[config.mk]
export PLATFORM = sky130hd
export DESIGN_NAME = seq_det_param_flat
export DESIGN_NICKNAME = d
export VERILOG_FILES = /design/src/rtl/seq_det_param_if.sv /design/src/rtl/seq_det_param.sv /design/src/flat_wrapper.sv
export SDC_FILE = /design/constraint.sdc
export NUM_CORES = 1
export LEC_CHECK = 0
export ABC_AREA = 0
export CAP_MARGIN = 10
export CORE_UTILIZATION = 40
export DETAILED_ROUTE_END_ITERATION = 12
export GPL_ROUTABILITY_DRIVEN = 0
export HOLD_SLACK_MARGIN = 0.15
export PLACE_DENSITY = 0.68
export SLEW_MARGIN = 5
export SYNTH_ARGS = -nofsm -noshare
export SYNTH_HDL_FRONTEND = slang
export SYNTH_SLANG_ARGS = --single-unit
[constraint.sdc]
create_clock -name clk -period 2.4 [get_ports clk]
set_clock_uncertainty 0.2 [all_clocks]
set_input_delay 0.48 -clock clk [delete_from_list [all_inputs] [get_ports clk]]
set_output_delay 0.48 -clock clk [all_outputs]
set_load 0.005 [all_outputs]
[src/rtl/seq_det_param_if.sv]
// Bus bundle for seq_det_param: configuration, qualified serial data, and match outputs.
interface seq_det_param_if #(
  parameter int MAX_LEN = 8,
  parameter int LEN_W   = $clog2(MAX_LEN) + 1,
  parameter int CNT_W   = 16
);
  logic               cfg_load;
  logic [MAX_LEN-1:0] cfg_pattern;
  logic [LEN_W-1:0]   cfg_len;
  logic               cfg_overlap;
  logic               x_valid;
  logic               x;
  logic               cnt_clr;
  logic               z;
  logic [CNT_W-1:0]   match_count;

  modport master (
    output cfg_load, cfg_pattern, cfg_len, cfg_overlap, x_valid, x, cnt_clr,
    input  z, match_count
  );

  modport slave (
    input  cfg_load, cfg_pattern, cfg_len, cfg_overlap, x_valid, x, cnt_clr,
    output z, match_count
  );
endinterface

[src/rtl/seq_det_param.sv]
// Runtime-programmable serial pattern detector with overlap/non-overlap matching.
// Define SEQDET_COUNT_EN to build the saturating match counter and its clear input.
module seq_det_param #(
  parameter int                   MAX_LEN     = 8,
  parameter int                   LEN_W       = $clog2(MAX_LEN) + 1,
  parameter logic [MAX_LEN-1:0]   DEF_PATTERN = 'b001,
  parameter int                   DEF_LEN     = 3,
  parameter bit                   DEF_OVERLAP = 1'b1,
  parameter int                   CNT_W       = 16
) (
  input  logic              clk,
  input  logic              rst,
  seq_det_param_if.slave    bus
);

  logic [MAX_LEN-1:0] r_pat;
  logic [LEN_W-1:0]   r_len;
  logic               r_ovl;
  logic [MAX_LEN-1:0] r_hist;
  logic [LEN_W-1:0]   r_fill;
  logic               r_z;

  logic [MAX_LEN-1:0] w_hist_next;
  logic [LEN_W-1:0]   w_fill_next;
  logic [MAX_LEN-1:0] w_mask;
  logic [LEN_W-1:0]   w_cfg_len;
  logic               w_match;
  logic               w_hit;

  assign w_hist_next = {r_hist[MAX_LEN-2:0], bus.x};
  assign w_fill_next = (r_fill >= LEN_W'(MAX_LEN)) ? r_fill : r_fill + 1'b1;
  assign w_cfg_len   = (bus.cfg_len > LEN_W'(MAX_LEN)) ? LEN_W'(MAX_LEN) : bus.cfg_len;

  // Only the low r_len history bits take part in the compare.
  always_comb begin
    w_mask = '0;
    for (int i = 0; i < MAX_LEN; i++) begin
      if (LEN_W'(i) < r_len) w_mask[i] = 1'b1;
    end
  end

  assign w_match = (r_len != '0) && (w_fill_next >= r_len) &&
                   (((w_hist_next ^ r_pat) & w_mask) == '0);
  assign w_hit   = bus.x_valid && !bus.cfg_load && w_match;

  always_ff @(posedge clk) begin
    if (rst) begin
      r_pat  <= DEF_PATTERN;
      r_len  <= LEN_W'(DEF_LEN);
      r_ovl  <= DEF_OVERLAP;
      r_hist <= '0;
      r_fill <= '0;
      r_z    <= 1'b0;
    end else if (bus.cfg_load) begin
      r_pat  <= bus.cfg_pattern;
      r_len  <= w_cfg_len;
      r_ovl  <= bus.cfg_overlap;
      r_hist <= '0;
      r_fill <= '0;
      r_z    <= 1'b0;
    end else if (bus.x_valid) begin
      r_z    <= w_match;
      r_hist <= w_hist_next;
      // Non-overlap restarts the fill so the next match needs len fresh bits.
      r_fill <= (w_match && !r_ovl) ? '0 : w_fill_next;
    end else begin
      r_z    <= 1'b0;
    end
  end

  assign bus.z = r_z;

`ifdef SEQDET_COUNT_EN
  logic [CNT_W-1:0] r_cnt;

  always_ff @(posedge clk) begin
    if (rst) begin
      r_cnt <= '0;
    end else if (bus.cnt_clr) begin
      r_cnt <= w_hit ? CNT_W'(1) : '0;
    end else if (w_hit && (r_cnt != '1)) begin
      r_cnt <= r_cnt + 1'b1;
    end
  end

  assign bus.match_count = r_cnt;
`else
  logic w_unused_cnt;
  assign w_unused_cnt    = bus.cnt_clr ^ w_hit;
  assign bus.match_count = '0;
`endif

endmodule

[src/flat_wrapper.sv]
// flat-port wrapper written by rule: the top's interface ports become plain ports
module seq_det_param_flat 
#(
  parameter int                   MAX_LEN     = 8,
  parameter int                   LEN_W       = $clog2(MAX_LEN) + 1,
  parameter logic [MAX_LEN-1:0]   DEF_PATTERN = 'b001,
  parameter int                   DEF_LEN     = 3,
  parameter bit                   DEF_OVERLAP = 1'b1,
  parameter int                   CNT_W       = 16
)
  (clk, rst, bus_cfg_load, bus_cfg_pattern, bus_cfg_len, bus_cfg_overlap, bus_x_valid, bus_x, bus_cnt_clr, bus_z, bus_match_count);
  seq_det_param_if #(.MAX_LEN(MAX_LEN), .LEN_W(LEN_W), .CNT_W(CNT_W)) bus_i ();
  input  logic clk;
  input  logic rst;
  input wire logic [$bits(bus_i.cfg_load)-1:0] bus_cfg_load;
  input wire logic [$bits(bus_i.cfg_pattern)-1:0] bus_cfg_pattern;
  input wire logic [$bits(bus_i.cfg_len)-1:0] bus_cfg_len;
  input wire logic [$bits(bus_i.cfg_overlap)-1:0] bus_cfg_overlap;
  input wire logic [$bits(bus_i.x_valid)-1:0] bus_x_valid;
  input wire logic [$bits(bus_i.x)-1:0] bus_x;
  input wire logic [$bits(bus_i.cnt_clr)-1:0] bus_cnt_clr;
  output wire logic [$bits(bus_i.z)-1:0] bus_z;
  output wire logic [$bits(bus_i.match_count)-1:0] bus_match_count;
  assign bus_i.cfg_load = bus_cfg_load;
  assign bus_i.cfg_pattern = bus_cfg_pattern;
  assign bus_i.cfg_len = bus_cfg_len;
  assign bus_i.cfg_overlap = bus_cfg_overlap;
  assign bus_i.x_valid = bus_x_valid;
  assign bus_i.x = bus_x;
  assign bus_i.cnt_clr = bus_cnt_clr;
  assign bus_z = bus_i.z;
  assign bus_match_count = bus_i.match_count;
  seq_det_param #(.MAX_LEN(MAX_LEN), .LEN_W(LEN_W), .DEF_PATTERN(DEF_PATTERN), .DEF_LEN(DEF_LEN), .DEF_OVERLAP(DEF_OVERLAP), .CNT_W(CNT_W)) u_core (.clk(clk), .rst(rst), .bus(bus_i));
endmodule
==> results.txt <==
H-tree level count: 1
Core Region: 3130 sq um
Num CTS Buffers: 3
Fin util: 0.538
Die Ht: 60.3 um
Mapped Cells: 152
TritonCTS Sinks: 25
Antenna Nets Post-Route: 0
Overflow after GRT: 0
DPL Wire Length: 1950 um
Initial antenna violation count: 0
Nets@finish: 201
VDD IR-drop max: 0.000302 V
Synth Register Bits: 25
CTS tree: done
FP Rows: 20
P&R area growth vs syn: 23.5%
CP Data Arrival Time: 2.38 ns
Global-route wire length before repair: 4200 um
Cts-stage hold buffer count: 0
Yosys Warn Count: 0
Hold Fails Final Rpt: 0
Average cell area after synthesis: 8.96 sq um
PwrDens: 463 nW/um^2
Max_cap viols: 0
Final Total Pwr: 0.779 mW
Top post-synthesis cells by area: dfxtp_1, mux2i_1, buf_4, nor2_1, xnor2_1
Crit-path leading delay family: compound AO/OA/AOI/OAI gates
Commonest non-fill, non-tap cell in the layout: nor2_1
Post-Syn Area: 1360 sq um
Root buf cell: clkbuf_4
Largest net degree at the start of global routing: 17
Critical path buffer and inverter count: 1
Die footprint: 3640 sq um
Starting Density: 0.435
Share of the synthesized area in the top cell type: 0.368
Worst setup path class: reg2reg
HP Class: reg2reg
Worst Path Required: 2.41 ns
Total GRT Usage: 0.155
Distinct cells, synth: 32
Vias after detailed routing: 1022
Per-cell routed wire length: 12.1 um
Ys flop type: dfxtp_1
Crit path max fanout: 4
Most used cell, CP: ha_4
Share of layout cells above drive strength 1: 0.171
DIE WIDTH: 60.3 um
Via density: 4.67
Placed inst area: 1540 sq um
Crit end category: flop
Worst-Skew Late Latency: 0.31 ns
TritonRoute pass-1 iters: 4
Final wirelength: 2640 um
Register area share after synthesis: 0.368
Reg clk slew, reported paths: 0.13 ns
Most frequent cells in the layout: nor2_1, dfxtp_1, clkdlybuf4s50_1
Residual DRC: 0
Crit path cell chain: inv_4 -> ha_4 -> mux2_4 -> ha_4 -> o21ai_0 -> a221o_1 -> nor4_4 -> nor4b_2
Cell accounting for the most synthesized area: dfxtp_1
Crit share post-route: 0.986
Final setup fails: 0
DRT iter0 DRCs: 12
Number of synthesized flops with an enable pin: 0
Bufs on Longest Clock Path: 2
Number of global-route vias before repair: 992
Worst Setup Start Kind: flop
Status: complete, no violations
CP peak stage delay: 0.41 ns
PortBufs: 18
IO Pins: 36
Leakage: 0.691 nW
FFs w/ async S/R, synth: 0
Max Clk Rate: 423 MHz
Diodes inserted: 0
Final slew viol count: 0
Fin area: 1680 sq um
Fin crit period: 2.37 ns
Slowest stage cell, crit path: a221o_1
stage by stage:
stage	worst slack, ns	hold WS, ns	setup TNS [ns]	cells
global placement	0.115	0.298	0	212
floorplan	0.150	0.282	0	167
global route	-0.0404	0.372	-0.121	219
CTS	0.0382	0.347	0	216
finish	0.0336	0.349	0	219
detailed placement	0.0660	0.318	0	212
logic make-up (layout without fill, tap and decap cells):
| kind of cell | count (synthesis) | in the layout | synth area share |
|---|---|---|---|
| xor gates and xnor gates | 12 | 12 | 0.0772 |
| other | 1 | 16 | 0.00275 |
| AOI/OAI and AO/OA | 17 | 17 | 0.0827 |
| buffers and inverters | 29 | 37 | 0.124 |
| muxes | 16 | 16 | 0.119 |
| and+or+nand+nor | 46 | 46 | 0.172 |
| adders and majority gates | 6 | 6 | 0.0551 |
| DFF | 25 | 25 | 0.368 |
sequential cells by signal (all words and copies together), names as in the netlist:
register and count:
u_core.r_len 4, u_core.r_hist 7, u_core.r_ovl 1, u_core.r_fill 4, u_core.r_pat 8, u_core.bus.z 1
worst register-to-register path, cell delays in order, from the launching register on:
cell and delay, ns:
dfxtp_4 0.40, inv_4 0.04, ha_4 0.20, mux2_4 0.29
ha_4 0.26, o21ai_0 0.07, a221o_1 0.41, nor4_4 0.33
nor4b_2 0.08
metal layers:
| layer | vias up | global-route usage | part of all wire |
|---|---|---|---|
| li1 | 521 | - | - |
| met1 | 462 | 0.175 | 0.44 |
| met2 | 31 | 0.292 | 0.51 |
| met3 | 8 | 0.0192 | 0.034 |
| met4 | 0 | 0.0631 | 0.014 |
| met5 | - | 0 | 0 |
layout make-up:
type                    instances  area, sq um
flip-flops and latches         25          505
well taps                      44         55.1
repair buffers                 25          236
inverters                       8         32.5
clock buffers                   4         26.3
fillers                       289         1450
multi-input cells             113          826
synth_stat cells (4+ instances only):
cell,instances
a21oi_1,5
buf_4,16
clkbuf_1,5
dfxtp_1,25
ha_1,6
inv_1,8
mux2i_1,15
nand2_1,5
nor2_1,25
nor3_1,4
xnor2_1,9
worst paths after layout:
kind	startpoint	endpoint	slack (ns)	cells after the start
worst max register to register	u_core.r_fill[1]	u_core.r_fill[3]	0.03	8
worst min-delay path	u_core.r_pat[1]	u_core.r_pat[1]	0.35	2
worst min register to register	u_core.r_pat[1]	u_core.r_pat[1]	0.35	2
worst max-delay path	u_core.r_fill[1]	u_core.r_fill[3]	0.03	8
power by group:
group / switching, mW / total [mW] / internal (mW)
sequential: 0.0171 / 0.447 / 0.430
combinational: 0.0678 / 0.147 / 0.0789
clock: 0.120 / 0.185 / 0.0650
total: 0.205 / 0.779 / 0.574
timing repair:
| action | in CTS | in global routing |
|---|---|---|
| buffers inserted | 0 | 3 |
| endpoints found under the hold margin | 0 | 0 |
| endpoints found under the setup margin | 0 | 3 |
| resized for setup | 0 | 19 |
(Power assumes the default switching activity.)
